$ cat config.mk
export PLATFORM = sky130hd
export DESIGN_NAME = burst_rom_reader
export DESIGN_NICKNAME = d
export VERILOG_FILES = /design/src/rtl/burst_rom_reader.sv
export SDC_FILE = /design/constraint.sdc
export NUM_CORES = 1
export LEC_CHECK = 0
export BUFFER_PORTS_ARGS = -buffer_cell sky130_fd_sc_hd__buf_2
export CORE_MARGIN = 2
export CORE_UTILIZATION = 35
export DETAILED_ROUTE_END_ITERATION = 16
export GPL_TIMING_DRIVEN = 0
export HOLD_SLACK_MARGIN = 0.1
export SLEW_MARGIN = 20
export SYNTH_ARGS = -nofsm -noshare
export SYNTH_HDL_FRONTEND = slang
export SYNTH_SLANG_ARGS = --single-unit
$ cat constraint.sdc
create_clock -name clk -period 3.5 [get_ports clk]
set_clock_uncertainty 0.05 [all_clocks]
set_input_delay 0.35 -clock clk [delete_from_list [all_inputs] [get_ports clk]]
set_output_delay 0.35 -clock clk [all_outputs]
set_load 0.02 [all_outputs]
$ cat src/rtl/burst_rom_reader.sv
// burst_rom_reader: burst reader over a fixed on-chip ROM.
// A request (cs & read_en) latches a start address and beat count. One
// registered word is presented per ready handshake, wrapping at the end of
// the ROM. Dropping cs aborts the burst.
// Optional feature: define ROM_PARITY_EN to add the data_par output. It is
// the registered XOR of datab and is zero whenever valid is low.
module burst_rom_reader #(
  parameter int DATA_W = 8,
  parameter int ADDR_W = 4
) (
  input  logic              clk,
  input  logic              rst_n,
  input  logic              cs,
  input  logic              read_en,
  input  logic [ADDR_W-1:0] addrb,
  input  logic [3:0]        burst_len,
  input  logic              ready,
  output logic [DATA_W-1:0] datab,
  output logic              valid,
  output logic              last,
  output logic              busy
`ifdef ROM_PARITY_EN
  ,
  output logic              data_par
`endif
);

  typedef enum logic {
    IDLE  = 1'b0,
    BURST = 1'b1
  } state_t;

  state_t            state;
  state_t            state_next;

  logic [ADDR_W-1:0] addr;
  logic [ADDR_W-1:0] addr_next;
  logic [3:0]        beats_left;
  logic [3:0]        beats_left_next;
  logic [DATA_W-1:0] datab_next;
  logic              valid_next;
  logic              last_next;

  // ROM contents are a pure function of the address: (10*a + 18) mod 2**DATA_W.
  // The arithmetic is done at DATA_W width, so the modulo comes from truncation.
  function automatic logic [DATA_W-1:0] rom_word(input logic [ADDR_W-1:0] a);
    return DATA_W'(DATA_W'(10) * DATA_W'(a) + DATA_W'(18));
  endfunction

  // State register; reset returns to IDLE at once.
  always_ff @(posedge clk or negedge rst_n) begin
    if (!rst_n) begin
      state <= IDLE;
    end else begin
      state <= state_next;
    end
  end

  // Next-state logic. In BURST, a low cs wins over a final handshake.
  always_comb begin
    state_next = state;
    case (state)
      IDLE: begin
        if (cs && read_en) begin
          state_next = BURST;
        end
      end
      BURST: begin
        if (!cs) begin
          state_next = IDLE;
        end else if (ready && (beats_left == 4'd0)) begin
          state_next = IDLE;
        end
      end
      default: state_next = IDLE;
    endcase
  end

  // Output/datapath next values. Stalls hold, handshakes advance, and leaving BURST clears.
  always_comb begin
    addr_next       = addr;
    beats_left_next = beats_left;
    datab_next      = datab;
    valid_next      = valid;
    last_next       = last;
    busy            = (state == BURST);
    case (state)
      IDLE: begin
        if (cs && read_en) begin
          addr_next       = addrb;
          beats_left_next = burst_len;
          datab_next      = rom_word(addrb);
          valid_next      = 1'b1;
          last_next       = (burst_len == 4'd0);
        end else begin
          datab_next = '0;
          valid_next = 1'b0;
          last_next  = 1'b0;
        end
      end
      BURST: begin
        if (!cs || (ready && (beats_left == 4'd0))) begin
          datab_next = '0;
          valid_next = 1'b0;
          last_next  = 1'b0;
        end else if (ready) begin
          addr_next       = addr + ADDR_W'(1);
          beats_left_next = beats_left - 4'd1;
          datab_next      = rom_word(addr + ADDR_W'(1));
          valid_next      = 1'b1;
          last_next       = (beats_left == 4'd1);
        end
      end
      default: begin
        datab_next = '0;
        valid_next = 1'b0;
        last_next  = 1'b0;
      end
    endcase
  end

  // Datapath registers hold the presented word and the burst position.
  always_ff @(posedge clk or negedge rst_n) begin
    if (!rst_n) begin
      addr       <= '0;
      beats_left <= '0;
      datab      <= '0;
      valid      <= 1'b0;
      last       <= 1'b0;
    end else begin
      addr       <= addr_next;
      beats_left <= beats_left_next;
      datab      <= datab_next;
      valid      <= valid_next;
      last       <= last_next;
    end
  end

`ifdef ROM_PARITY_EN
  // Parity is registered together with datab, so a cleared datab also gives zero parity.
  always_ff @(posedge clk or negedge rst_n) begin
    if (!rst_n) begin
      data_par <= 1'b0;
    end else begin
      data_par <= ^datab_next;
    end
  end
`endif

endmodule

# --- Yosys cells after proc, flatten, opt, wreduce, memory -nomap -nowiden ---
# Index checks and enable logic that the tools add are counted.
totals:
  reg_bits: 19
  latch_bits: 0
  ram_bits: 0
  mem_bits_ro: 0
  inputBits: 13
  out_inout_bits: 11
  elab_cells: 48
  mem_count: 0
op_classes:
  add_sub_neg: 4
  mul: 2
  div: 0
  n_lt_le_gt_ge: 0
  eq_ne: 5
  shifts: 0
  mux: 23
  bitwise_logic: 1
  n_reduce_logical: 7
op_table:
  columns: ["cell", "n"]
  rows:
  - ["$mux W4", 6]
  - ["$mux W8", 3]
  - ["$add A8 B5 Y8 const B", 2]
  - ["$pmux W4 S2", 2]
  - ["$pmux W8 S2", 1]
  - ["$mul A3 B4 Y7 const A", 2]
  - ["$logic_not A4 Y1", 2]
  - ["$mux W1", 8]
  - ["$ne A2 B2 Y1 const B", 3]
  - ["$pmux W1 S2", 3]
  - ["$add A4 B1 Y4 const B", 1]
  - ["$eq A4 B1 Y1 const B", 1]
  - ["$sub A4 B1 Y4 const B", 1]
  - ["$ne A3 B2 Y1 const B", 1]
  - ["$reduce_and A3 Y1", 1]
  - ["$logic_and A1 B1 Y1", 2]
  - ["$logic_not A1 Y1", 1]
  - ["$logic_or A1 B1 Y1", 1]
  - ["$not A1 Y1", 1]

# --- Logic depth before layout (Yosys ltp) ---
# Gate-level depths: netlist of run 1.
logic_depth:
  depth_word: 6
  mapped_depth: 11
  mapped_depth_nobuf: 11

# --- Worst setup path before layout of run 1 ---
# OpenSTA, ideal clock, no wires.
synth_path:
  kind: "reg-to-reg"
  from: "register addr[0]"
  to: "register datab[6]"
  arrival_time_ns: 2.552
  required_time_ns: 3.312
  setup_slack_ns: 0.760
  path_stages_with_launch: 12
  period_less_slack_ns: 2.740
  path_cell_list: "dfrtp_1 > inv_1 > ha_1 > inv_1 > ha_1 > ha_1 > inv_1 > fa_1 > o21bai_1 > xor2_1 > mux2i_1 > a31oi_1"
synth_via:
  elab_chain_cells: 6
synth_lines:
  columns: ["item", "line_no", "rtl"]
  rows:
  - ["start, declared", "36", "logic [ADDR_W-1:0] addr;"]
  - ["start signal, assigned", "131", "addr <= addr_next;"]
  - ["$add A4 B1 Y4", "109", "datab_next = rom_word(addr + ADDR_W'(1));"]
  - ["$mul A3 B4 Y7", "47", "return DATA_W'(DATA_W'(10) * DATA_W'(a) + DATA_W'(18));"]
  - ["$add A8 B5 Y8", "47", null]
  - ["$mux W8", "106", "end else if (ready) begin"]
  - ["$mux W8", "102", "if (!cs || (ready && (beats_left == 4'd0))) begin"]
  - ["$pmux W8 S2", "87", "case (state)"]
  - ["end signal, assigned", "133", "datab <= datab_next;"]
  - ["end, declared", "18", "output logic [DATA_W-1:0] datab,"]
# Every way passes these cells. The select of a mux whose other input is x is not followed.
# A chain may end at the register's enable or synchronous reset.

# --- Final worst setup path of run 1 ---
# Ends and elaborated chain as after synthesis.

==> key figures, run 1 <==
Global routing
  – GR Util met1: 21.2%
  – Initial antenna violation count: 0
  – GR Util met2: 23.8%
  – Gr ovfl total: 0
  – Largest net degree at the start of global routing: 19
  – First-pass GRT wire length: 5240 um
  – Number of global-route vias before repair: 1129
  – All-Layer GR Usage: 15.1%
  – Most Crowded Layer GR: met2
  – GR met3 Demand/Resource: 3.50%

Final layout
  – FF+latch area: 450 um2
  – Share of cells above drive strength 1: 20.0%
  – Area occupied by multi-input gates: 875 um2
  – Layout Nets: 220
  – Fillers: 396
  – Area grow syn2layout: 16.8%
  – Antenna Cells: 0

Drt
  – Total length of routed wires: 2980 um
  – DR vias/cell: 4.94
  – Via count: 1186
  – # DRC: 0
  – DRT Pass-1 Iters: 4
  – WL per Instance: 12.4 um
  – Initial DRC count: 33
  – Antenna-violating nets left: 0

Placed design
  – Final Wtd Congestion: 0.808
  – DP HPWL: 2340 um
  – PortBufs: 22
  – Worst slack at placement: 0.493 ns

Floorplanning
  – # rows: 23
  – Die height: 67.5 um
  – Core Footprint: 0.00394 mm2
  – Initial Util: 35.8%
  – Die ar.: 0.00456 mm2
  – Die Width: 67.5 um
  – IO Pins: 24

Synth
  – Ys async rst share: 100%
  – Synth Net Count: 192
  – Yosys cell types: 40
  – Synth Flop Type: dfrtp_1
  – Post-Syn Instances: 163
  – Mapped Avg Cell Area: 8.67 um2
  – Post-synthesis cell type with the largest combined area: dfrtp_1
  – Seq/Total Area, Yosys: 31.9%
  – Yosys warns: 0
  – Top cells by count, synth: 18 x dfrtp_1, 15 x a21oi_1, 15 x nand2_1
  – Synth top area share: 31.9%
  – Synth top area cells: dfrtp_1 32%, ha_1 12%, a21oi_1 5.3%
  – Flip-flop and latch count after synthesis: 18
  – Most numerous cell in the Yosys netlist: dfrtp_1
  – Post-synth EDFFs: 0
  – Post-Syn Area: 0.00141 mm2

STA
  – Final setup margin: 0.462 ns
  – Min cycle time layout: 3.04 ns
  – RSZ-0062 raised after global routing: no
  – Period utilization: 86.8%
  – Max Slew Vio Count: 0
  – F_max: 329 MHz
  – Final count of hold timing violations: 0
  – Final setup vio count: 0
  – Setup TNS: 0 ns

Min path
  – Worst hold path type: in2reg

Outcome
  – Status: finished clean

Clock tree
  – Clk Latency, worst-skew pair: 0.26 ns
  – CTS clock-pin slew for the worst setup and hold paths: 0.07 ns
  – Root Driver: clkbuf_8
  – TritonCTS clock tree: yes
  – CTS HTree Levels: 1
  – Clock Tree Buf Depth: 2
  – CTS buffer count: 3
  – Clock Sinks: 18
  – CTS resizes: 0

Worst setup path
  – CP delay by family, top: adder cells
  – WP buf/inv: 3
  – Crit path cell chain: inv_1 > ha_1 > inv_1 > ha_1 > ha_1 > inv_1 > fa_1 > o21bai_1 > xor2_1 > mux2i_1 > a31oi_1
  – Max FO, Critical Path: 7
  – Critical Setup Path Class: reg2reg
  – CP endpoint kind: flip-flop
  – Slowest stage delay, CP: 0.49 ns
  – Startpoint types: flip-flop
  – Slowest-stage cell, CP: dfrtp_1
  – Req. time, crit path: 3.58 ns
  – WP data arrival: 3.12 ns

Power and ir drop
  – P per Cell Area: 870 mW/mm2
  – VDD IR max: 0.000389 V
  – Lkg Pwr: 0.000786 uW
  – Post-layout power: 1440 uW

Job
  – Max-cap violations: 0
[tightest hold or removal path, stage by stage]
cell	delay, ns
buf_2	0.09
o211ai_1	0.07
o21ai_0	0.07
[registers in the layout, indices dropped and copies added, names as in the netlist]
register / count
last: 1
addr: 4
busy: 1
beats_left: 4
valid: 1
datab: 7
[area by class of cell]
| class | count | area share, % |
|---|---|---|
| multi-input combinational | 126 | 53.0 |
| sequential | 18 | 27.3 |
| timing repair buffer | 23 | 7.28 |
| tap | 50 | 3.79 |
| clock buffer | 4 | 3.34 |
| inverter | 12 | 2.73 |
| buffer | 7 | 2.58 |
[cells in the final DEF (no fill, tap or decap), types with 3 or more instances in the layout]
master / synthesis / routed
ha_1: 14 / 14
xor2_1: 6 / 6
clkbuf_8: 0 / 4
a21oi_1: 15 / 15
xnor2_1: 6 / 6
nor2b_1: 3 / 3
or2_2: 4 / 4
nand2_1: 15 / 15
dfrtp_1: 18 / 18
o21ai_0: 14 / 14
inv_1: 12 / 12
clkbuf_1: 3 / 3
nor2_1: 14 / 14
o22ai_1: 3 / 3
buf_2: 1 / 23
[logic make-up (layout without fill, tap and decap cells)]
group / count (synthesis) / in the layout / share of synthesized area, %
compound gates: 47 / 47 / 20.4
flops: 18 / 18 / 31.9
mux: 2 / 2 / 1.42
xor+xnor: 12 / 12 / 7.44
buf+inv: 19 / 46 / 6.20
fa+ha+maj: 16 / 16 / 15.2
other cells: 1 / 1 / 0.265
simple gates: 48 / 48 / 17.2
[worst paths after layout]
path                                           from                         to  slack, ns  cells past startpoint
min in group asynchronous                     rst_n       datab[5]$_DFFE_PN0P_       0.50                      2
max in group asynchronous                     rst_n  beats_left[0]$_DFFE_PN0P_       2.60                      2
worst max register to register  addr[0]$_DFFE_PN0P_       datab[6]$_DFFE_PN0P_       0.46                     11
worst max-delay path            addr[0]$_DFFE_PN0P_       datab[6]$_DFFE_PN0P_       0.46                     11
worst min register to register    valid$_DFFE_PN0P_          valid$_DFFE_PN0P_       0.43                      2
worst min-delay path                   burst_len[0]  beats_left[0]$_DFFE_PN0P_       0.30                      3
[power by group]
| part | switching, uW | total (uW) | internal [uW] |
|---|---|---|---|
| clock | 77.6 | 178 | 100 |
| combinational | 499 | 907 | 409 |
| sequential | 70.0 | 350 | 281 |
[per-stage QoR]
stage	std cells	hold slack (ns)	util, %	cell area, um2
final	240	0.302	41.9	1650
after global routing	240	0.333	41.9	1650
after CTS	240	0.304	41.9	1650
after detailed placement	235	0.267	40.2	1590
after global placement	235	0.268	40.2	1590
after floorplan	163	0.00441	-	1410
[routing by layer]
metal  share of wire, %  vias to the layer above  routed length, um
met5                  0                        -                  0
met4               0.77                        0                 23
met3                3.1                        4                 91
met2                 46                       15               1380
met1                 50                      556               1490
li1                   -                      611                  -
[what timing repair did]
action | 4_1_cts | 5_1_grt
endpoints found under the setup margin | 0 | 0
endpoints found under the hold margin | 18 | 0
buffers inserted | 0 | 0
hold buffers | 1 | 0
Power figures use the tool's default switching activity.
==> run 2, diff against run 1 <==
==> config.mk (replaced) <==
export PLATFORM = sky130hd
export DESIGN_NAME = burst_rom_reader
export DESIGN_NICKNAME = d
export VERILOG_FILES = /design/src/rtl/burst_rom_reader.sv
export SDC_FILE = /design/constraint.sdc
export NUM_CORES = 1
export LEC_CHECK = 0
export CORE_MARGIN = 2
export CORE_UTILIZATION = 35
export DETAILED_ROUTE_END_ITERATION = 16
export DONT_BUFFER_PORTS = 1
export GPL_TIMING_DRIVEN = 0
export HOLD_SLACK_MARGIN = 0.1
export SYNTH_ARGS = -nofsm -noshare
export SYNTH_HDL_FRONTEND = slang
export SYNTH_SLANG_ARGS = --single-unit
==> run 2 against run 1 <==
Effect of this change: wire length grew 1.1%; sequential power increased by 12%; total power is 2.4% lower; register-to-register slack barely moved; cell area is 6.7% lower; core utilization fell by 2.8 points.
==> key figures, run 2 (synthesized netlist as in run 1, its figures left out) <==
Worst setup path
  – Critical Setup Path Class: reg2reg (unchanged)
  – Worst R2R Start: addr[0]$_DFFE_PN0P_ (unchanged)
  – Critical path origin: addr[0]$_DFFE_PN0P_ (unchanged)
  – R2R depth: 11 (unchanged)
  – WP data arrival: 3.10 ns (was 3.12 ns)
  – Slowest stage delay, CP: 0.49 ns (about the same)
  – Crit path cell chain: inv_1 > ha_1 > inv_1 > ha_1 > ha_1 > inv_1 > fa_1 > o21bai_1 > xor2_1 > mux2i_1 > a31oi_1 (unchanged)
  – WP buf/inv: 3 (unchanged)
  – CP delay by family, top: adder cells (unchanged)
  – Slowest-stage cell, CP: dfrtp_1 (unchanged)
  – CP endpoint kind: flip-flop (unchanged)
  – Levels on crit path: 11 (unchanged)
  – Req. time, crit path: 3.58 ns (about the same)
  – Startpoint types: flip-flop (unchanged)
  – Max FO, Critical Path: 7 (unchanged)

Drt
  – WL met3: 125 um (was 91 um)
  – # DRC: 0 (unchanged)
  – Met1 wire length: 1400 um (was 1490 um)
  – DR vias/cell: 5.16 (was 4.94)
  – DRT Pass-1 Iters: 4 (unchanged)
  – Antenna-violating nets left: 0 (unchanged)
  – Top Layer Used: met4 (unchanged)
  – Initial DRC count: 33 (unchanged)
  – Via count: 1124 (was 1186)
  – WL per Instance: 13.8 um (was 12.4 um)
  – Total length of routed wires: 3020 um (was 2980 um)
  – Met2 WL: 1470 um (was 1380 um)

Clock tree
  – Clock Sinks: 18 (unchanged)
  – CTS resizes: 0 (unchanged)
  – Clock Tree Buf Depth: 2 (unchanged)
  – CTS clock-pin slew for the worst setup and hold paths: 0.08 ns (was 0.07 ns)
  – Clk Latency, worst-skew pair: 0.26 ns (about the same)
  – TritonCTS clock tree: yes (unchanged)
  – Root Driver: clkbuf_8 (unchanged)
  – CTS HTree Levels: 1 (unchanged)
  – CTS buffer count: 3 (unchanged)

STA
  – Period utilization: 86.5% (was 86.8%)
  – Worst-margin pin slew: 0.860 ns
  – Final setup vio count: 0 (unchanged)
  – Max Slew Vio Count: 0 (unchanged)
  – Hold Slack: 0.198 ns (was 0.302 ns)
  – Final count of hold timing violations: 0 (unchanged)
  – Min cycle time layout: 3.03 ns (was 3.04 ns)
  – RSZ-0062 raised after global routing: no (unchanged)
  – F_max: 330 MHz (was 329 MHz)
  – Worst relative slew slack: 42.5%
  – Setup TNS: 0 ns (unchanged)

Power and ir drop
  – P per Cell Area: 910 mW/mm2 (was 870 mW/mm2)
  – VDD IR max: 0.000381 V (was 0.000389 V)
  – Lkg Pwr: 0.000688 uW (was 0.000786 uW)
  – Post-layout power: 1400 uW (was 1440 uW)

Global routing
  – Number of global-route vias before repair: 1146 (was 1129)
  – Largest net degree at the start of global routing: 19 (unchanged)
  – Initial antenna violation count: 0 (unchanged)
  – First-pass GRT wire length: 5100 um (was 5240 um)
  – Gr ovfl total: 0 (unchanged)
  – All-Layer GR Usage: 14.9% (was 15.1%)

Min path
  – HP Start: addrb[0] (was burst_len[0])
  – Hold Path Stages: 2 (was 3)
  – Worst hold path type: in2reg (unchanged)

Final layout
  – Largest regs: datab x7, addr x4, beats_left x4 (unchanged)
  – Largest register by flop count: datab (unchanged)
  – Antenna Cells: 0 (unchanged)
  – Max reg flops: 7 (unchanged)
  – Area occupied by multi-input gates: 875 um2 (unchanged)
  – Share of cells above drive strength 1: 9.52% (was 20.0%)
  – Most frequent cells in the layout: 18 x dfrtp_1, 15 x nand2_1, 15 x a21oi_1 (was 23 x buf_2, 18 x dfrtp_1, 15 x nand2_1, 15 x a21oi_1)
  – Area grow syn2layout: 9.03% (was 16.8%)
  – Fillers: 408 (was 396)
  – Layout Nets: 198 (was 220)
  – Most common cell after layout, fill and taps aside: dfrtp_1 (was buf_2)
  – FF+latch area: 450 um2 (unchanged)

Floorplanning
  – IO Pins: 24 (unchanged)
  – # rows: 23 (unchanged)
  – Initial Util: 35.8% (unchanged)
  – Core Footprint: 0.00394 mm2 (unchanged)
  – Die Width: 67.5 um (unchanged)
  – Die height: 67.5 um (unchanged)
  – Die ar.: 0.00456 mm2 (unchanged)

Placed design
  – DP HPWL: 2380 um (was 2340 um)
  – Final Wtd Congestion: 0.841 (was 0.808)
  – PortBufs: 0 (was 22)

Job
  – Max-cap violations: 0 (unchanged)

Outcome
  – Status: finished clean (unchanged)
## run 2: cell types whose count changed in the layout (fill, tap and decap cells not counted), sizes merged
cell	before	now
buf	26	4
## run 2: per-layer routing
metal | global-route usage (%) | vias up
met5 | 0 | -
met4 | 4.34 | 0
met3 | 3.83 | 4
met2 | 24.4 | 23
met1 | 19.2 | 528
li1 | - | 569
## run 2: area by class of cell
type,count,share of cell area [%]
multi-input cells,126,56.8
flip-flops and latches,18,29.2
well taps,50,4.06
clock buffers,4,3.57
inverters,12,2.92
plain buffers,7,2.76
repair buffers,1,0.650
## run 2: where the power goes
group	internal, uW	total [uW]	leakage, uW	switching, uW
logic	385	830	0.000432	445
registers	280	391	0.000228	111
clock network	100	180	0.0000288	79.8
## run 2: per-stage QoR
step	setup WS [ns]	cell area, um2	std cells	util [%]
finish	0.472	1540	218	39.1
global route	0.270	1540	218	39.1
CTS	0.448	1540	218	39.1
detailed placement	0.464	1480	213	37.4
global placement	0.536	1480	213	37.4
floorplan	0.760	1410	163	-
## run 2: worst paths after layout
path | end | slack [ns]
setup / recovery | datab[6]$_DFFE_PN0P_ | 0.47
max in group asynchronous | datab[1]$_DFFE_PN0P_ | 2.28
hold / removal | addr[0]$_DFFE_PN0P_ | 0.20
min in group asynchronous | datab[6]$_DFFE_PN0P_ | 0.59
hold reg to reg | addr[1]$_DFFE_PN0P_ | 0.56
setup reg to reg | datab[6]$_DFFE_PN0P_ | 0.47
## run 2: what timing repair did
action | in CTS | in global routing
hold buffers | 1 | 0
endpoints found under the hold margin | 18 | 0
buffers inserted | 0 | 0
==> run 3, diff against run 2 <==
--- a/config.mk
+++ b/config.mk
@@ -11,6 +11,8 @@
 export DONT_BUFFER_PORTS = 1
 export GPL_TIMING_DRIVEN = 0
 export HOLD_SLACK_MARGIN = 0.1
+export MAX_ROUTING_LAYER = met4
+export RECOVER_POWER = 100
 export SYNTH_ARGS = -nofsm -noshare
 export SYNTH_HDL_FRONTEND = slang
 export SYNTH_SLANG_ARGS = --single-unit
==> run 3 against run 2 <==
Effect of this change: die area unchanged; sequential cell count unchanged; non-clock buffer count unchanged; worst setup slack got worse by 0.0097 ns; via count increased by 0.36%; count of clock-buffer cells in the layout unchanged; highest routed layer unchanged.
==> key figures, run 3 (synthesized netlist as in run 1, its figures left out) <==
Global routing
  – Largest net degree at the start of global routing: 19 (unchanged)
  – Initial antenna violation count: 0 (unchanged)
  – First-pass GRT wire length: 5110 um (was 5100 um)
  – All-Layer GR Usage: 15.3% (was 14.9%)
  – Number of global-route vias before repair: 1144 (was 1146)
  – Gr ovfl total: 0 (unchanged)

Placed design
  – PortBufs: 0 (unchanged)
  – DP HPWL: 2380 um (unchanged)
  – Inst Count DP: 213 (unchanged)
  – Worst slack at placement: 0.464 ns (unchanged)
  – Final Wtd Congestion: 0.854 (was 0.841)

STA
  – Min cycle time layout: 3.04 ns (was 3.03 ns)
  – Worst-margin pin slew: 0.865 ns (was 0.860 ns)
  – Final setup margin: 0.462 ns (was 0.472 ns)
  – Period utilization: 86.8% (was 86.5%)
  – Max Slew Vio Count: 0 (unchanged)
  – Setup TNS: 0 ns (unchanged)
  – Final count of hold timing violations: 0 (unchanged)
  – RSZ-0062 raised after global routing: no (unchanged)
  – F_max: 329 MHz (was 330 MHz)
  – Final setup vio count: 0 (unchanged)
  – Worst relative slew slack: 42.1% (was 42.5%)

Min path
  – Worst hold path type: in2reg (unchanged)
  – Hold Path Stages: 2 (unchanged)

Clock tree
  – Clk Latency, worst-skew pair: 0.26 ns (about the same)
  – CTS resizes: 0 (unchanged)
  – CTS buffer count: 3 (unchanged)
  – Root Driver: clkbuf_8 (unchanged)
  – Clock Sinks: 18 (unchanged)
  – CTS HTree Levels: 1 (unchanged)
  – TritonCTS clock tree: yes (unchanged)
  – # Post-CTS Setup Buffers: 0 (unchanged)
  – CTS clock-pin slew for the worst setup and hold paths: 0.08 ns (about the same)
  – Clock Tree Buf Depth: 2 (unchanged)

Final layout
  – Max reg flops: 7 (unchanged)
  – Largest regs: datab x7, addr x4, beats_left x4 (unchanged)
  – Most common cell after layout, fill and taps aside: dfrtp_1 (unchanged)
  – Share of cells above drive strength 1: 6.55% (was 9.52%)
  – Fillers: 414 (was 408)
  – Area grow syn2layout: 7.09% (was 9.03%)
  – Finished Layout Cells: 218 (unchanged)
  – Largest register by flop count: datab (unchanged)
  – Layout Nets: 198 (unchanged)
  – Final core utilization: 38.4% (was 39.1%)
  – Antenna Cells: 0 (unchanged)
  – Most frequent cells in the layout: 18 x dfrtp_1, 16 x a21oi_1, 15 x nand2_1, 15 x o21ai_0 (was 18 x dfrtp_1, 15 x nand2_1, 15 x a21oi_1)
  – FF+latch area: 450 um2 (unchanged)
  – Area occupied by multi-input gates: 858 um2 (was 875 um2)

Worst setup path
  – R2R Setup Slk: 0.46 ns (was 0.47 ns)
  – Startpoint types: flip-flop (unchanged)
  – Critical Setup Path Class: reg2reg (unchanged)
  – WP data arrival: 3.11 ns (was 3.10 ns)
  – Slowest stage delay, CP: 0.57 ns (was 0.49 ns)
  – Levels on crit path: 11 (unchanged)
  – WP buf/inv: 2 (was 3)
  – CP delay by family, top: adder cells (unchanged)
  – CP endpoint kind: flip-flop (unchanged)
  – Max FO, Critical Path: 7 (unchanged)
  – Slowest-stage cell, CP: fa_1 (was dfrtp_1)
  – Crit path cell chain: nand3_1 > xor2_1 > inv_1 > ha_1 > ha_1 > inv_1 > fa_1 > o21bai_1 > xor2_1 > mux2i_1 > a31oi_1 (was inv_1 > ha_1 > inv_1 > ha_1 > ha_1 > inv_1 > fa_1 > o21bai_1 > xor2_1 > mux2i_1 > a31oi_1)
  – R2R depth: 11 (unchanged)
  – Req. time, crit path: 3.58 ns (about the same)

Drt
  – DR vias/cell: 5.17 (was 5.16)
  – Antenna-violating nets left: 0 (unchanged)
  – # DRC: 0 (unchanged)
  – DRT Pass-1 Iters: 4 (unchanged)
  – Via count: 1128 (was 1124)
  – Initial DRC count: 46 (was 33)
  – WL per Instance: 13.9 um (was 13.8 um)
  – Total length of routed wires: 3020 um (about the same)

Floorplanning
  – IO Pins: 24 (unchanged)
  – Initial Util: 35.8% (unchanged)
  – Core Footprint: 0.00394 mm2 (unchanged)
  – Die ar.: 0.00456 mm2 (unchanged)
  – Die Width: 67.5 um (unchanged)
  – # rows: 23 (unchanged)
  – Die height: 67.5 um (unchanged)

Power and ir drop
  – VDD IR max: 0.000374 V (was 0.000381 V)
  – Switching share of power: 45.4% (about the same)
  – P per Cell Area: 920 mW/mm2 (was 910 mW/mm2)
  – Total internal power: 759 uW (was 766 uW)
  – Combinational share of power: 59.1% (was 59.2%)
  – Lkg Pwr: 0.000677 uW (was 0.000688 uW)
  – Clock group share of total power: 12.9% (was 12.8%)
  – Net Sw Power: 632 uW (was 636 uW)
  – Post-layout power: 1390 uW (was 1400 uW)
  – Sequential Power Share: 27.9% (about the same)

Job
  – Max-cap violations: 0 (unchanged)

Outcome
  – Status: finished clean (unchanged)
==> run 3: cell count changes in the layout (fill, tap and decap cells not counted) <==
cell / delta
a21oi_1: +1
a21oi_4: -1
a31o_1: +1
a31o_2: -1
buf_4: -1
buf_6: -1
clkbuf_1: +2
nand3_1: +1
nand3_2: -1
o21ai_0: +1
o21ai_1: -1
==> run 3: final cells by class <==
type	instances	share of cell area, %
plain buffers	7	2.07
clock buffers	4	3.64
inverters	12	2.98
multi-input cells	126	56.7
flip-flops and latches	18	29.8
well taps	50	4.14
repair buffers	1	0.662
==> run 3: stage by stage <==
stage                     hold WS (ns)  cell area, um2
after floorplan                0.00441            1410
after global placement         0.00476            1480
after detailed placement       0.00470            1480
after CTS                        0.199            1540
after global routing             0.204            1510
final                            0.199            1510
==> run 3: repair_timing <==
action / 4_1_cts / 5_1_grt
setup endpoints to repair: 0 / 0
endpoints found under the hold margin: 18 / 0
hold buffers: 1 / 0
==> run 3: power by group through the flow <==
stage          Sequential [uW]  Clock [uW]  Combinational [uW]
3_5_place_dp               397           0                 829
4_1_cts                    392         182                 839
5_1_grt                    404         191                 936
2_1_floorplan              378           0                 698
3_3_place_gp               393           0                 799
6_report                   389         180                 823
==> run 3: path summary, 6_finish.rpt <==
kind,startpoint,end
worst max-delay path,addr[0]$_DFFE_PN0P_,datab[6]$_DFFE_PN0P_
worst min-delay path,addrb[0],addr[0]$_DFFE_PN0P_
worst max register to register,addr[0]$_DFFE_PN0P_,datab[6]$_DFFE_PN0P_
worst min register to register,addr[1]$_DFFE_PN0P_,addr[1]$_DFFE_PN0P_
max in group asynchronous,rst_n,datab[1]$_DFFE_PN0P_
min in group asynchronous,rst_n,datab[6]$_DFFE_PN0P_
==> run 3: worst register-to-register path, stage by stage (launching register included) <==
cell      delay, ns
dfrtp_1        0.48
nand3_1        0.14
xor2_1         0.36
inv_1          0.13
ha_1           0.31
ha_1           0.16
inv_1          0.05
fa_1           0.57
o21bai_1       0.16
xor2_1         0.20
mux2i_1        0.21
a31oi_1        0.10
==> run 3: metal layers <==
layer	part of all wire, %	vias up	GRT usage [%]
met5	0	-	-
met3	4.3	4	3.83
met4	0.76	0	4.34
met1	46	530	19.3
li1	-	571	-
met2	49	23	24.4
